<file path="src/rtl/serial_frame_router.sv">
// serial_frame_router
//
// Hunts a bit-serial stream for a start pattern. It then captures an address
// field and a length field, both MSB first. After that it flags the payload
// bits as valid on the addressed output channel. The payload itself is never
// registered: ser_out is a straight wire from ser_in, and consumers qualify it
// with their one-hot valid bit and clk_en.
//
// Ports:
//   clk           system clock, rising edge
//   rst           asynchronous active-high reset
//   clk_en        bit strobe; every register advances only when high
//   ser_in        serial data in
//   ser_out       serial data out (combinational copy of ser_in)
//   ser_out_valid one-hot per channel, high while payload is passing
//   channel       captured address of the current/last frame
//   busy          high whenever a frame is being received (state != HUNT)
//   frame_done    one-cycle pulse on the enabled cycle of the last payload bit

module serial_frame_router #(
    parameter int                   PATTERN_W = 4,
    parameter logic [PATTERN_W-1:0] PATTERN   = 4'b1011,
    parameter int                   ADDR_W    = 2,
    parameter int                   LEN_W     = 4
) (
    input  logic                   clk,
    input  logic                   rst,
    input  logic                   clk_en,
    input  logic                   ser_in,
    output logic                   ser_out,
    output logic [2**ADDR_W-1:0]   ser_out_valid,
    output logic [ADDR_W-1:0]      channel,
    output logic                   busy,
    output logic                   frame_done
);

    localparam int CLOG_A = $clog2(ADDR_W);
    localparam int CLOG_L = $clog2(LEN_W);
    localparam int MAX_AL = (CLOG_A > CLOG_L) ? CLOG_A : CLOG_L;
    // One spare bit so the counter cannot wrap, even for a maximum-length payload.
    localparam int CNT_W  = ((MAX_AL > LEN_W) ? MAX_AL : LEN_W) + 1;

    localparam logic [CNT_W-1:0] ADDR_LAST = CNT_W'(ADDR_W - 1);
    localparam logic [CNT_W-1:0] LEN_LAST  = CNT_W'(LEN_W - 1);

    typedef enum logic [1:0] {
        ST_HUNT,
        ST_ADDR,
        ST_LEN,
        ST_DATA
    } state_t;

    state_t               state_q, state_d;
    logic [PATTERN_W-1:0] hunt_q,  hunt_d;
    logic [ADDR_W-1:0]    addr_q,  addr_d;
    logic [LEN_W-1:0]     len_q,   len_d;
    logic [CNT_W-1:0]     cnt_q,   cnt_d;

    // Window including the bit currently on the wire. It is used for matching
    // so that the pattern is recognised on the edge that shifts in its last bit.
    logic [PATTERN_W-1:0] hunt_shift;

    assign hunt_shift = {hunt_q[PATTERN_W-2:0], ser_in};
    assign ser_out    = ser_in;
    assign channel    = addr_q;
    assign busy       = (state_q != ST_HUNT);

    always_ff @(posedge clk or posedge rst) begin
        if (rst) begin
            state_q <= ST_HUNT;
            hunt_q  <= '0;
            addr_q  <= '0;
            len_q   <= '0;
            cnt_q   <= '0;
        end else if (clk_en) begin
            state_q <= state_d;
            hunt_q  <= hunt_d;
            addr_q  <= addr_d;
            len_q   <= len_d;
            cnt_q   <= cnt_d;
        end
    end

    always_comb begin
        state_d       = state_q;
        hunt_d        = hunt_q;
        addr_d        = addr_q;
        len_d         = len_q;
        cnt_d         = cnt_q;
        ser_out_valid = '0;
        frame_done    = 1'b0;

        unique case (state_q)
            ST_HUNT: begin
                hunt_d = hunt_shift;
                if (hunt_shift == PATTERN) begin
                    state_d = ST_ADDR;
                    cnt_d   = '0;
                end
            end

            ST_ADDR: begin
                // Truncating the concatenation drops the old MSB: shift-in, MSB first.
                addr_d = ADDR_W'({addr_q, ser_in});
                cnt_d  = cnt_q + 1'b1;
                if (cnt_q == ADDR_LAST) begin
                    state_d = ST_LEN;
                    cnt_d   = '0;
                end
            end

            ST_LEN: begin
                len_d = LEN_W'({len_q, ser_in});
                cnt_d = cnt_q + 1'b1;
                if (cnt_q == LEN_LAST) begin
                    state_d = ST_DATA;
                    cnt_d   = '0;
                end
            end

            ST_DATA: begin
                // Valid is a Moore output: it stays high through clk_en-low cycles.
                ser_out_valid[addr_q] = 1'b1;
                cnt_d = cnt_q + 1'b1;
                if (cnt_q == CNT_W'(len_q)) begin
                    // frame_done is qualified by clk_en because the last bit
                    // is only consumed on an enabled cycle.
                    frame_done = clk_en;
                    state_d    = ST_HUNT;
                    hunt_d     = '0;
                    cnt_d      = '0;
                end
            end

            default: begin
                state_d = ST_HUNT;
            end
        endcase
    end

endmodule

</file>
<file path="config.mk">
export PLATFORM = sky130hd
export DESIGN_NAME = serial_frame_router
export DESIGN_NICKNAME = d
export VERILOG_FILES = /design/src/rtl/serial_frame_router.sv
export SDC_FILE = /design/constraint.sdc
export NUM_CORES = 1
export LEC_CHECK = 0
export ABC_AREA = 1
export ABC_CLOCK_PERIOD_IN_PS = 1800
export CELL_PAD_IN_SITES_DETAIL_PLACEMENT = 1
export CELL_PAD_IN_SITES_GLOBAL_PLACEMENT = 1
export CORE_ASPECT_RATIO = 1.75
export CORE_MARGIN = 8
export CORE_UTILIZATION = 39
export DETAILED_ROUTE_END_ITERATION = 8
export GPL_TIMING_DRIVEN = 0
export PLACE_DENSITY = 0.79
export SLEW_MARGIN = 40
export SYNTH_ARGS = -nofsm -noshare
export SYNTH_HDL_FRONTEND = slang
export SYNTH_SLANG_ARGS = --single-unit
</file>
<file path="constraint.sdc">
create_clock -name clk -period 1.8 [get_ports clk]
set_input_delay 0.18 -clock clk [delete_from_list [all_inputs] [get_ports clk]]
set_output_delay 0.18 -clock clk [all_outputs]
set_load 0.1 [all_outputs]
</file>
* After elaboration in Yosys (flattened, before gate mapping)
Cells that the tools add are included.
Widths: inputs -> output; s select.
** Word-level totals
- Output and inout port bits :: 9
- Bits in read-only memories :: 0
- Memory bits (writable) :: 0
- Register bits :: 16
- Memories :: 0
- Bits in latches :: 0
** Cells by class
- Muxes and demuxes :: 17
- Reductions and logical operators :: 9
- Shift-type cells :: 0
- Add/subtract/negate cells :: 1
- Bitwise operators :: 0
- Eq/ne operators :: 11
- Multipliers :: 0
- Magnitude comparators :: 2
- Div/mod/pow operators :: 0
** Operators by type and width (count)
- $mux 5 :: 4
- $pmux 5 s4 :: 1
- $mux 2 :: 4
- $ne 2x2->1 const B :: 4
- $pmux 2 s4 :: 1
- $pmux 3 s2 :: 1
- $reduce_and 2->1 :: 3
- $add 5x1->5 const B :: 1
- $eq 5x1->1 const B :: 1
- $eq 5x2->1 const B :: 1
- $eq 5x4->1 :: 1
- $reduce_and 5->1 :: 1
- $eq 2x2->1 const B :: 2
- $eq 4x4->1 const B :: 1
- $mux 4 :: 1
- $reduce_bool 2->1 :: 2
- $lt 2x3->1 const B :: 1
- $mux 1 :: 3
- $mux 3 :: 1
- $reduce_and 3->1 :: 1
- $demux 1 s2 :: 1
- $eq 2x1->1 const B :: 1
- $ge 2x1->1 const B :: 1
- $logic_not 2->1 :: 1
- $logic_and 1x1->1 :: 1

* Longest topological paths before layout
- Word-level depth :: 5
- Depth in mapped cells :: 9

* Least setup slack after synthesis
No wires, ideal clock.
- Kind :: reg-to-output
- Start point :: register addr_q[0] (netlist: channel[0])
- End point :: output ser_out_valid[1]
- Path buffers :: 0
- Setup slack :: -1599 ps
- Arrival time :: 3219 ps
- Data required time :: 1620 ps
- Stages on the path, launching flop included :: 3
- Cells stage by stage :: dfrtp_1 -> inv_1 -> nor3_1
** Between the ends
- Cells in the longest elaborated chain, start to end :: 5
** Ends and longest elaborated chain
- start, declared :: RTL line 55 : logic [ADDR_W-1:0] addr_q, addr_d;
- start signal, assigned :: RTL line 78 : addr_q <= addr_d;
- $lt 2x3->1 (not written as such) or $ge 2x1->1 (tied branches) :: RTL line 123 : ser_out_valid[addr_q] = 1'b1;
- $logic_and 1x1->1 (not written as such) :: RTL line 123
- $mux 1 (not written as such) :: RTL line 123
- $demux 1 s2 (*) :: RTL line 123
- $mux 4 (*) :: RTL line 93 : unique case (state_q)
- end, declared :: RTL line 31 : output logic [2**ADDR_W-1:0] ser_out_valid,
Every way passes the cells marked *; elsewhere a longest branch is shown, timed or not.

* Final worst setup path
- Start point :: register state_q[0]
- End point :: output frame_done
** Between the ends
- Cells in the longest elaborated chain, start to end :: 2
** Ends and longest elaborated chain
- start, declared :: RTL line 53 : state_t state_q, state_d;
- start signal, assigned :: RTL line 76 : state_q <= state_d;
- $eq 2x2->1 :: RTL line 93
- $mux 1 :: RTL line 93
- end, declared :: RTL line 34 : output logic frame_done
Every way passes these cells.

==> flow_metrics.tcl <==
set metrics [dict create \
    status "finished clean" \
    boundaryPins 13 \
    syn-cell-area_um2 983 \
    antenna_found_initial 0 \
    fp.dieW_um 54.0 \
    crit_arrival_ns 1.58 \
    area_delta_synth_final_pct 33.2 \
    maxCapViolCount 0 \
    grt_usage_pct 13.8 \
    synthFlopType "dfrtp_1" \
    grt_max_degree 17 \
    ctsHoldBuffers 0 \
    syn_inst 130 \
    start_util_pct 40.4 \
    port_buffers 12 \
    dieArea_mm2 0.00445 \
    min_path_type "in -> async" \
    slew_viol_final 0 \
    cts_buffers 3 \
    clk_pin_slew_worst_paths_ns 0.07 \
    drc 0 \
    fin_area_mm2 0.00131 \
    via_per_inst 5.16 \
    synth_most_common_cell "nand2_1" \
    synth-seq-cells 16 \
    drt-total-wl_mm 2.76 \
    timing.hold.ws_ns 0.316 \
    std_cell_rows 24 \
    numClockSinks 16 \
    critPathMaxFanout 7 \
    drive_gt1_share_pct 27.9 \
    powerDensity_mw_per_mm2 1790 \
    first_pass_iters 4 \
    drtIter0Drc 11 \
    grt_pass1_wl_mm 4.41 \
    cts_root_buf "clkbuf_8" \
    synth_common_cells "nand2_1 (39), inv_1 (18), dfrtp_1 (16), nor2_1 (8), o21ai_0 (7)" \
    max_freq_ghz 0.567 \
    synth.area.top_cells "dfrtp_1 (41%), nand2_1 (15%), ha_1 (7.6%)" \
    synth_edf_count 0 \
    fin_nets 158 \
    fin_crit_sh_pct 98.0 \
    placed_cell_area_mm2 0.00117 \
    synth_top_area_share_pct 40.7 \
    setup.worst_path.start_class "flop" \
    skew_ns 0.00420 \
    synth_area_per_cell_um2 7.56 \
    final_util_pct 53.9 \
    fp.coreArea_mm2 0.00243 \
    critical_path.endpoint_type "output pin" \
    hold_violations 0 \
    setup_violations 0 \
    p_leak_nw 0.640 \
    peakVddDrop_uv 1320 \
    diodes 0 \
    cts_tree "done" \
    wl_per_cell_um 16.0 \
    grt_pass1_vias 944 \
    ys_async_sr_fraction_pct 100 \
    worstMarginPinSlew_ns 0.672 \
    finalCriticalPeriod_ns 1.76 \
    overflow 0 \
    yosysWarnings 0 \
    gp_congestion 0.736 \
    ys_seq_area_share_pct 40.7 \
    slew_headroom_pct 55.1 \
    synth_fp_nets 140 \
    yosys.area.top_type "dfrtp_1" \
    die_h_um 82.4 \
    hpwl_mm 2.10 \
    clock_latency_ns 0.26 \
    ant_nets 0 \
    vias 892 \
    synth_cell_types 22 \
    cp.required_ns 1.62 \
    worstSetupPathType "reg -> out" \
    clockBufferDepth 2 \
    htreeDepth 1 \
]
-- worst paths after layout --
check,slack (ns),depth (start not counted),startpoint,endpoint
worst max register to register,0.27,7,state_q[0]$_DFFE_PP0P_,cnt_q[4]$_DFFE_PP0P_
worst min-delay path,0.32,2,rst,len_q[3]$_DFFE_PP0P_
worst max-delay path,0.04,5,state_q[0]$_DFFE_PP0P_,frame_done
min in group clk,0.48,2,hunt_q[1]$_DFFE_PP0P_,hunt_q[1]$_DFFE_PP0P_
max in group asynchronous,0.99,2,rst,channel[0]$_DFFE_PP0P_
worst min register to register,0.48,2,hunt_q[1]$_DFFE_PP0P_,hunt_q[1]$_DFFE_PP0P_
-- what timing repair did --
action                     CTS  global route
setup endpoints to repair    5             5
resized for setup            9             8
setup buffers                0             1
-- layout make-up --
cell class,instances,area [um^2]
tap,26,32.5
timing repair buffer,13,138
sequential,16,409
multi-input combinational,90,567
inverter,22,90.1
clock buffer,4,55.1
buffer,2,18.8
fill,300,1120
-- cell usage in the layout, fill, tap and decap left out, types with 2 or more instances in the layout --
master            n
inv_2             5
buf_2             3
o21ai_0           7
buf_6             5
nand4_1           2
a21oi_1           4
ha_1              4
clkbuf_8          4
ha_4              2
o21ai_1           3
dfrtp_1          13
nand3_1           6
nand3_2           2
inv_1            15
buf_12            2
dfrtp_4           2
clkinvlp_4        2
nor3_4            5
nand2_1          39
clkdlybuf4s50_1   3
nor2_1            8
-- power by group --
group          total (mW)  switching [mW]  internal, mW
clock               0.331           0.136         0.195
sequential          0.657           0.154         0.503
combinational        1.36           0.963         0.399
-- metrics by stage --
stage               setup WS (ns)  instances  setup TNS, ns  power (mW)
floorplan                0.000313        130              0        1.67
finish                     0.0353        173              0        2.35
global placement           -0.598        168          -3.42        1.92
CTS                      -0.00772        172       -0.00772        2.29
global route              -0.0360        173        -0.0569        2.51
detailed placement         0.0992        168              0        1.94
-- registers in the layout, indices dropped and copies added (netlist names) --
| register | flops |
|---|---|
| state_q | 2 |
| channel | 2 |
| hunt_q | 3 |
| len_q | 4 |
| cnt_q | 5 |
-- layer usage --
layer,part of all wire (%),wire length (um),track usage (%)
met1,36,996,14.0
met2,58,1600,24.9
met3,3.0,83,2.69
met4,2.9,79,7.61
met5,0,0,0
-- worst max-delay path, stage by stage (launching register included) --
cell        delay, ns
dfrtp_1          0.44
ha_4             0.19
clkinvlp_4       0.10
buf_12           0.16
nor3_4           0.22
buf_12           0.20
-- cell families (layout without fill, tap and decap cells) --
family / after synthesis / count (layout) / share of synthesized area [%]
DFF: 16 / 16 / 40.7
and+or+nand+nor: 65 / 65 / 29.4
adders and majority gates: 6 / 6 / 7.63
AOI/OAI and AO/OA: 17 / 17 / 10.2
xor gates and xnor gates: 2 / 2 / 1.78
buffers and inverters: 24 / 41 / 10.3
Power figures use the tool's default switching activity.
